===== src/rtl/sound_pkg.sv =====
// Shared constants and types for the sound mixer and its I2S output stage.
// Latency: none, declarations only.
// Backpressure: none, declarations only.
package sound_pkg;

    localparam int SLOT_BITS    = 32;
    localparam int FRAME_BITS   = 64;
    localparam int BCLK_PER_FS  = 64;
    localparam int TICKS_PER_FS = 128;

    // Mixer -> i2s_out sample type
    typedef logic signed [15:0] sample16_t;

    // Accumulator step for a clock enable at TICKS_PER_FS * sample_rate
    function automatic logic [27:0] tick_increment(input int sample_rate);
        return 28'(TICKS_PER_FS * sample_rate);
    endfunction

endpackage


===== src/rtl/frac_ce_gen.sv =====
// Fractional clock-enable generator: ce averages increment/clock_rate per clk.
// Latency: ce registered, one clk after the accumulator crosses clock_rate.
// Backpressure: none; stalls (no ce, state held) while clock_rate < 2*increment or is 0.
module frac_ce_gen (
    input  logic        clk,
    input  logic        reset,
    input  logic [27:0] clock_rate,
    input  logic [27:0] increment,
    output logic        ce
);

    logic [27:0] acc;
    logic [28:0] sum;
    logic [28:0] min_rate;
    logic        run;

    // Next accumulator value and the rate guard that keeps ce at or below clk/2
    always_comb begin
        sum      = {1'b0, acc} + {1'b0, increment};
        min_rate = {increment, 1'b0};
        run      = (clock_rate != 28'd0) && ({1'b0, clock_rate} >= min_rate);
    end

    // Accumulate; on overflow past clock_rate wrap and emit a single-cycle ce
    always_ff @(posedge clk) begin
        if (reset) begin
            acc <= '0;
            ce  <= 1'b0;
        end else begin
            ce <= 1'b0;
            if (run) begin
                if (sum >= {1'b0, clock_rate}) begin
                    acc <= 28'(sum - {1'b0, clock_rate});
                    ce  <= 1'b1;
                end else begin
                    acc <= sum[27:0];
                end
            end
        end
    end

endmodule


===== src/rtl/i2s_out.sv =====
// I2S serialiser: 64-bit stereo frame (two 32-bit slots) with BCLK from a fractional ce.
// Latency: pair latched at frame start, MSB out 1 BCLK later (0 with I2S_OUT_LEFT_JUSTIFIED_EN).
// Backpressure: none; inputs sampled only at frame start, all outputs frozen while no ticks.
module i2s_out
    import sound_pkg::*;
#(
    parameter int SAMPLE_RATE = 48000,
    parameter int SAMPLE_W    = 16
) (
    input  logic                       clk,
    input  logic                       reset,
    input  logic [27:0]                clock_rate,
    input  logic signed [SAMPLE_W-1:0] sample_l,
    input  logic signed [SAMPLE_W-1:0] sample_r,
    output logic                       i2s_bclk,
    output logic                       i2s_lrck,
    output logic                       i2s_data,
    output logic                       sample_strobe
);

    localparam logic [27:0] INCR = tick_increment(SAMPLE_RATE);
    localparam logic [5:0]  SW   = 6'(SAMPLE_W);

    logic                       tick;
    logic                       fall;
    logic                       wrap;
    logic [5:0]                 bit_cnt;
    logic [5:0]                 next_cnt;
    logic [5:0]                 k6;
    logic [5:0]                 idx;
    logic                       in_slot;
    logic                       data_bit;
    logic [31:0]                w;
    logic signed [SAMPLE_W-1:0] hold_l;
    logic signed [SAMPLE_W-1:0] hold_r;

    frac_ce_gen u_tick (
        .clk        (clk),
        .reset      (reset),
        .clock_rate (clock_rate),
        .increment  (INCR),
        .ce         (tick)
    );

    // Next bit position and the serial bit it carries; at frame start the left
    // word comes straight from the input since it is being latched this clk
    always_comb begin
        next_cnt = bit_cnt + 6'd1;
        fall     = tick & i2s_bclk;
        wrap     = (next_cnt == 6'd0);
        k6       = {1'b0, next_cnt[4:0]};
        w        = '0;
        if (next_cnt[5]) begin
            w[SAMPLE_W-1:0] = hold_r;
        end else begin
            w[SAMPLE_W-1:0] = wrap ? sample_l : hold_l;
        end
`ifdef I2S_OUT_LEFT_JUSTIFIED_EN
        in_slot = (k6 < SW);
        idx     = SW - 6'd1 - k6;
`else
        in_slot = (k6 >= 6'd1) && (k6 <= SW);
        idx     = SW - k6;
`endif
        data_bit = in_slot ? w[idx[4:0]] : 1'b0;
    end

    // Toggle BCLK per tick; on falling ticks advance the bit, update lrck/data
    // and latch the next pair at the frame boundary
    always_ff @(posedge clk) begin
        if (reset) begin
            i2s_bclk      <= 1'b0;
            i2s_lrck      <= 1'b0;
            i2s_data      <= 1'b0;
            sample_strobe <= 1'b0;
            bit_cnt       <= 6'd63;
            hold_l        <= '0;
            hold_r        <= '0;
        end else begin
            sample_strobe <= 1'b0;
            if (tick) begin
                i2s_bclk <= ~i2s_bclk;
            end
            if (fall) begin
                bit_cnt  <= next_cnt;
                i2s_lrck <= next_cnt[5];
                i2s_data <= data_bit;
                if (wrap) begin
                    hold_l        <= sample_l;
                    hold_r        <= sample_r;
                    sample_strobe <= 1'b1;
                end
            end
        end
    end

endmodule


===== config.mk =====
export PLATFORM = sky130hd
export DESIGN_NAME = i2s_out
export DESIGN_NICKNAME = d
export VERILOG_FILES = /design/src/rtl/sound_pkg.sv /design/src/rtl/frac_ce_gen.sv /design/src/rtl/i2s_out.sv
export SDC_FILE = /design/constraint.sdc
export NUM_CORES = 1
export LEC_CHECK = 0
export CORE_MARGIN = 5
export CORE_UTILIZATION = 50
export DETAILED_ROUTE_END_ITERATION = 12
export PLACE_DENSITY = 0.71
export SYNTH_ARGS = -nofsm -noshare
export SYNTH_HDL_FRONTEND = slang
export SYNTH_HIERARCHICAL = 1
export SYNTH_SLANG_ARGS = --single-unit

===== constraint.sdc =====
create_clock -name clk -period 5.4 [get_ports clk]
set_input_delay 1.62 -clock clk [delete_from_list [all_inputs] [get_ports clk]]
set_output_delay 1.62 -clock clk [all_outputs]
set_load 0.05 [all_outputs]

Word level (Yosys, flattened, before mapping)
Index checks and enable logic that the tools add are counted.
{"block": "classes", "addsub": 4, "n_lt_le_gt_ge": 5, "n_mux": 8, "bitwise_logic": 4, "reduce_logical": 7}
{"cell": "$mux W16", "count": 2}
{"cell": "$add A28 B23 Y29 const B", "count": 1}
{"cell": "$ge A29 B28 Y1", "count": 1}
{"cell": "$ge A28 B24 Y1 const B", "count": 1}
{"cell": "$mux W28", "count": 1}
{"cell": "$reduce_bool A28 Y1", "count": 1}
{"cell": "$sub A28 B28 Y28", "count": 1}
{"cell": "$add A6 B1 Y6 const B", "count": 1}
{"cell": "$logic_not A6 Y1", "count": 1}
{"cell": "$lt A5 B6 Y1 const B", "count": 1}
{"cell": "$bmux W1 S5", "count": 1}
{"cell": "$ge A5 B1 Y1 const B", "count": 1}
{"cell": "$le A5 B5 Y1 const B", "count": 1}
{"cell": "$sub A5 B5 Y5 const A", "count": 1}
{"cell": "$mux W1", "count": 4}
{"cell": "$reduce_or A2 Y1", "count": 2}
{"cell": "$not A1 Y1", "count": 3}
{"cell": "$logic_and A1 B1 Y1", "count": 2}
{"cell": "$reduce_and A2 Y1", "count": 1}
{"cell": "$and A1 B1 Y1", "count": 1}
{"block": "word_totals", "register_bits": 71, "word_cells": 37}

Depth between registers and ports, before layout
{"block": "logic_depth", "word_depth": 7, "depth_mapped": 24, "mapped_depth_nobuf": 22}

Hierarchy
The synthesis kept the hierarchy.
{"mod": "frac_ce_gen", "instances": 1, "cells_each": 652, "area_each_um2": 4909.7, "seq_area_each_um2": 580.6}
{"mod": "i2s_out", "instances": 1, "cells_each": 271, "area_each_um2": 2424.8, "seq_area_each_um2": 840.8}

Worst setup path after synthesis
No wires, ideal clock.
{"block": "synth_path", "path_kind": "input -> register", "startpoint": "input clock_rate[0]", "endpoint": "register u_tick.acc[24]", "setup_time_ps": 86, "arrival_time_ps": 3788, "t_required_ps": 5314, "slack_ps": 1526, "stages": 13, "n_path_buf": 0, "path_cell_list": "ha_1 inv_1 fa_1 a21oi_1 o2111a_1 o211ai_2 nand4_1 a311oi_2 a21o_1 a21oi_1 xnor2_1 mux2i_1 a211oi_1"}
{"block": "synth_between", "elab_chain_len": 2, "word_cells_on_any_way": 6, "classes_between": "add/sub (1); order compare (2); mux (1); reduce/logical (2)"}
{"element": "from (decl)", "line_no": "i2s_out.sv:12", "text": "input logic [27:0] clock_rate,"}
{"element": "$sub A28 B28 Y28, or another cell as far along", "line_no": "frac_ce_gen.sv:33", "text": "acc <= 28'(sum - {1'b0, clock_rate});"}
{"element": "$mux W28 or $logic_and A1 B1 Y1 (tied branches)", "line_no": "frac_ce_gen.sv:32, frac_ce_gen.sv:21"}
{"element": "to (signal assigned)", "line_no": "frac_ce_gen.sv:33"}
{"element": "to (signal assigned)", "line_no": "frac_ce_gen.sv:36", "text": "acc <= sum[27:0];"}
{"element": "to (decl)", "line_no": "frac_ce_gen.sv:12", "text": "logic [27:0] acc;"}
Parallel ways exist; a longest one is shown, timed or not.
A chain may end at the register's enable or synchronous reset.

Worst setup path after layout
{"block": "layout_path", "startpoint": "input clock_rate[5]", "endpoint": "register u_tick.acc[4]"}
{"block": "layout_between", "elab_chain_len": 2, "word_cells_on_any_way": 5, "classes_between": "order compare (2); mux (1); reduce/logical (2)"}
{"element": "$ge A29 B28 Y1, or another cell as far along", "line_no": "frac_ce_gen.sv:32", "text": "if (sum >= {1'b0, clock_rate}) begin"}
{"element": "$mux W28 or $logic_and A1 B1 Y1 (tied branches)", "line_no": "frac_ce_gen.sv:32, frac_ce_gen.sv:21"}
Parallel ways exist; a longest one is shown, timed or not.

==> metrics <==
outcome complete, no violations; Mapped Cells 923; first-pass detailed-route iteration total 5; Yosys top cell area share 19.4%; FILL cells 1391; vias in the first global route 6385; ranking of synthesized cells by area dfxtp_1 19%, ha_1 15%, a21oi_1 5.9%, nand2_1 4.7%, xnor2_1 4.3%; Worst Hold Class flop to flop; combinational power share 52.5%; Adder-Cell Fraction of Synth Area 15.4%; Clock Path Buffers 2; Synth cell types 87; number of H-tree levels 3; fin crit period 4500 ps; die span in x 131 µm; clk_lat worst skew 330 ps; Initial Utilization 50.7%; vias 6670; MaxCap Viol Count 0; crit-path max FO 37; Antenna Violating Nets Remaining 0; Yosys top cell by area dfxtp_1; hold buffers post-CTS 0; CTS tree built; CP Capture Type flop; share of layout cells above drive strength 1 5.88%; Reg power frac 23.2%; Avg Vias per Cell 5.54; gr usage total 20.4%; Post-Syn Area 0.00733 mm²; Async S/R FF share, synth 0%; Final GP Congestion 0.857; PwrDens 290 mW/mm²; WP data arrival 4740 ps; fin crit share 83.3%; Primary FF master, synth dfxtp_1; compound-gate portion of the synthesized area 26.2%; fin nets 1167; total grt overflow 0; crit start category input pin; area of the die 0.0172 mm²; FP Rows 44; critical path class input pin to flop; Post-DP HPWL 14200 µm; IO Port Bufs 65; Leakage 3.68 nW; register clock-pin slew on the reported worst setup and hold paths 60 ps; final worst slack 899 ps; P_sw 0.000985 W; Simple-Gate Fraction of Synth Area 18.6%; post-cts sizing count 0; diodes inserted 0; switch share 40.1%; Root Buffer clkbuf_16; worst slew pin tran 967 ps; initial antenna violation count 0; slew margin rel. 35.5%; Clock Skew 5.26 ps; max-slew violation count 0; Placeable Area 0.0145 mm²; Placed Cells 1189; CP bufs+invs 3; Clock Power Share 24.3%; Area Overhead vs Synth 15.6%; DRC viols 0; Synth Register Bits 71; CTS sink cnt 71; First DRT Iteration DRCs 460; Synth warnings 6; setup TNS 0 ps; pre-CTS setup slack 614 ps; Crit path required time 5640 ps; P_int 0.00147 W; VDD IR-drop max 365 µV; Post-CTS Setup Inserts 0; xor-xnor portion of the synthesized cell area 7.52%; CTS Buf Count 9; proportion of synthesized area in mux cells 5.17%; largest net degree at the start of global routing 55; Fin. Hold Viols 0; Seq/Total Area, Yosys 19.4%; largest family of logic cells by synthesized area compound AO/OA/AOI/OAI gates; fmax 0.222 GHz; worst hold slack 457 ps; Post-synth EDFFs 0; Mean Syn Cell Area 7.95 µm²; worst path cell trace clkdlybuf4s50_1 -> inv_1 -> ha_1 -> a21oi_1 -> nand2_1 -> a221oi_2 -> nor2_2 -> a41oi_2 -> a31oi_1 -> a31o_1 -> buf_4 -> mux2i_1 -> a211oi_1; post-route insts no fill 1205; first-pass GRT wire length 30200 µm; Final Setup Violations 0; slowest cell delay on critical path 520 ps; CP max-delay cell clkdlybuf4s50_1; DR WL/cell 14.9 µm; I/O pins 66; routed wire length 17900 µm; unrepaired setup endpoints after global routing no; die height 131 µm; CP delay by family, top compound AO/OA/AOI/OAI gates
[logic make-up after synthesis]
| group | Yosys count |
|---|---|
| xor+xnor | 60 |
| mux | 34 |
| compound gates | 277 |
| flops | 71 |
| buf+inv | 116 |
| simple gates | 274 |
| fa+ha+maj | 89 |
| other cells | 2 |
[sequential cells by signal, indices dropped and copies added, names as in the netlist]
register / cells
bit_cnt: 6
hold_l: 16
hold_r: 16
i2s_bclk: 1
i2s_data: 1
i2s_lrck: 1
sample_strobe: 1
u_tick/acc: 28
u_tick/ce: 1
[worst min-delay path, stage by stage, from the launching register on]
cell	delay, ps
dfxtp_1	310
nand2_1	50
a21oi_1	50
[Yosys cell counts, drive strengths merged (4+ instances only)]
cell     n
nand2   93
o21ai   44
xnor2   36
xor2    24
o31ai    4
o211a    4
a221oi   5
a211o    5
mux2i   30
buf     30
and2     7
clkbuf  11
inv     75
nand4   14
nand2b  17
nor3    11
nor4    12
dfxtp   71
o21a     9
a31oi    9
o21bai   7
ha      87
nor2    74
a21o    22
or3      4
nor2b    5
a21oi   87
a22o    10
and3     6
nand3   21
o211ai   7
a211oi  33
[area by class of cell]
cell class              instances  area, µm²  area share, %
repair buffers                 69        688           8.12
clock inverters                 6       70.1          0.826
well taps                     184        230           2.72
flip-flops and latches         71       1420           16.8
clock buffers                  10        229           2.70
multi-input cells             790       5560           65.5
inverters                      75        284           3.35
[routing by layer]
metal	routed length, µm	up-vias	GRT usage, %
met4	272	0	5.02
met2	8220	121	33.9
met3	699	25	3.59
li1	-	3471	-
met1	8720	3053	27.5
met5	0	-	0
[worst paths after layout]
check	from	to	slack, ps	depth (start not counted)
setup / recovery	clock_rate[5]	u_tick/acc[4]$_SDFFE_PP0P_	900	13
hold / removal	hold_l[11]$_SDFFE_PP0P_	hold_l[11]$_SDFFE_PP0P_	460	2
setup reg to reg	u_tick/acc[15]$_SDFFE_PP0P_	u_tick/acc[4]$_SDFFE_PP0P_	920	18
hold reg to reg	hold_l[11]$_SDFFE_PP0P_	hold_l[11]$_SDFFE_PP0P_	460	2
[stage by stage]
| stage | instance area, µm² | util [%] | total power, W |
|---|---|---|---|
| after floorplan | 7540 | - | 0.00161 |
| after global placement | 8180 | 56.5 | 0.00183 |
| after detailed placement | 8180 | 56.5 | 0.00184 |
| after CTS | 8480 | 58.6 | 0.00245 |
| after global routing | 8480 | 58.6 | 0.00265 |
| final | 8480 | 58.6 | 0.00246 |
[power by group through the flow]
stage	logic, W	clock network (W)	registers, W
final	0.00129	0.000597	0.000570
after global routing	0.00144	0.000636	0.000573
after CTS	0.00127	0.000608	0.000570
after detailed placement	0.00126	0	0.000581
after global placement	0.00125	0	0.000581
after floorplan	0.00104	0	0.000577
[cells in the final DEF (no fill, tap or decap), types with 4 or more instances in the layout]
cell and n:
xnor2_1 36, ha_1 87, nor2_1 70, o21bai_1 7
nor4_1 12, nand4_1 14, nand2b_1 16, o211ai_1 6
inv_1 72, a31oi_1 8, a21oi_1 86, o21ai_1 10
clkbuf_16 9, nor2b_1 5, a211o_1 5, clkdlybuf4s50_1 64
o21ai_0 33, nand3_1 20, conb_1 56, o21a_1 9
a22o_1 10, o211a_1 4, nor3_1 10, a211oi_1 27
mux2i_1 30, a211oi_2 5, dfxtp_1 71, and3_1 5
nand2_1 92, or3_1 4, and2_1 7, a21o_1 22
xor2_1 22
Note: power is estimated with default switching activity, not from simulation.
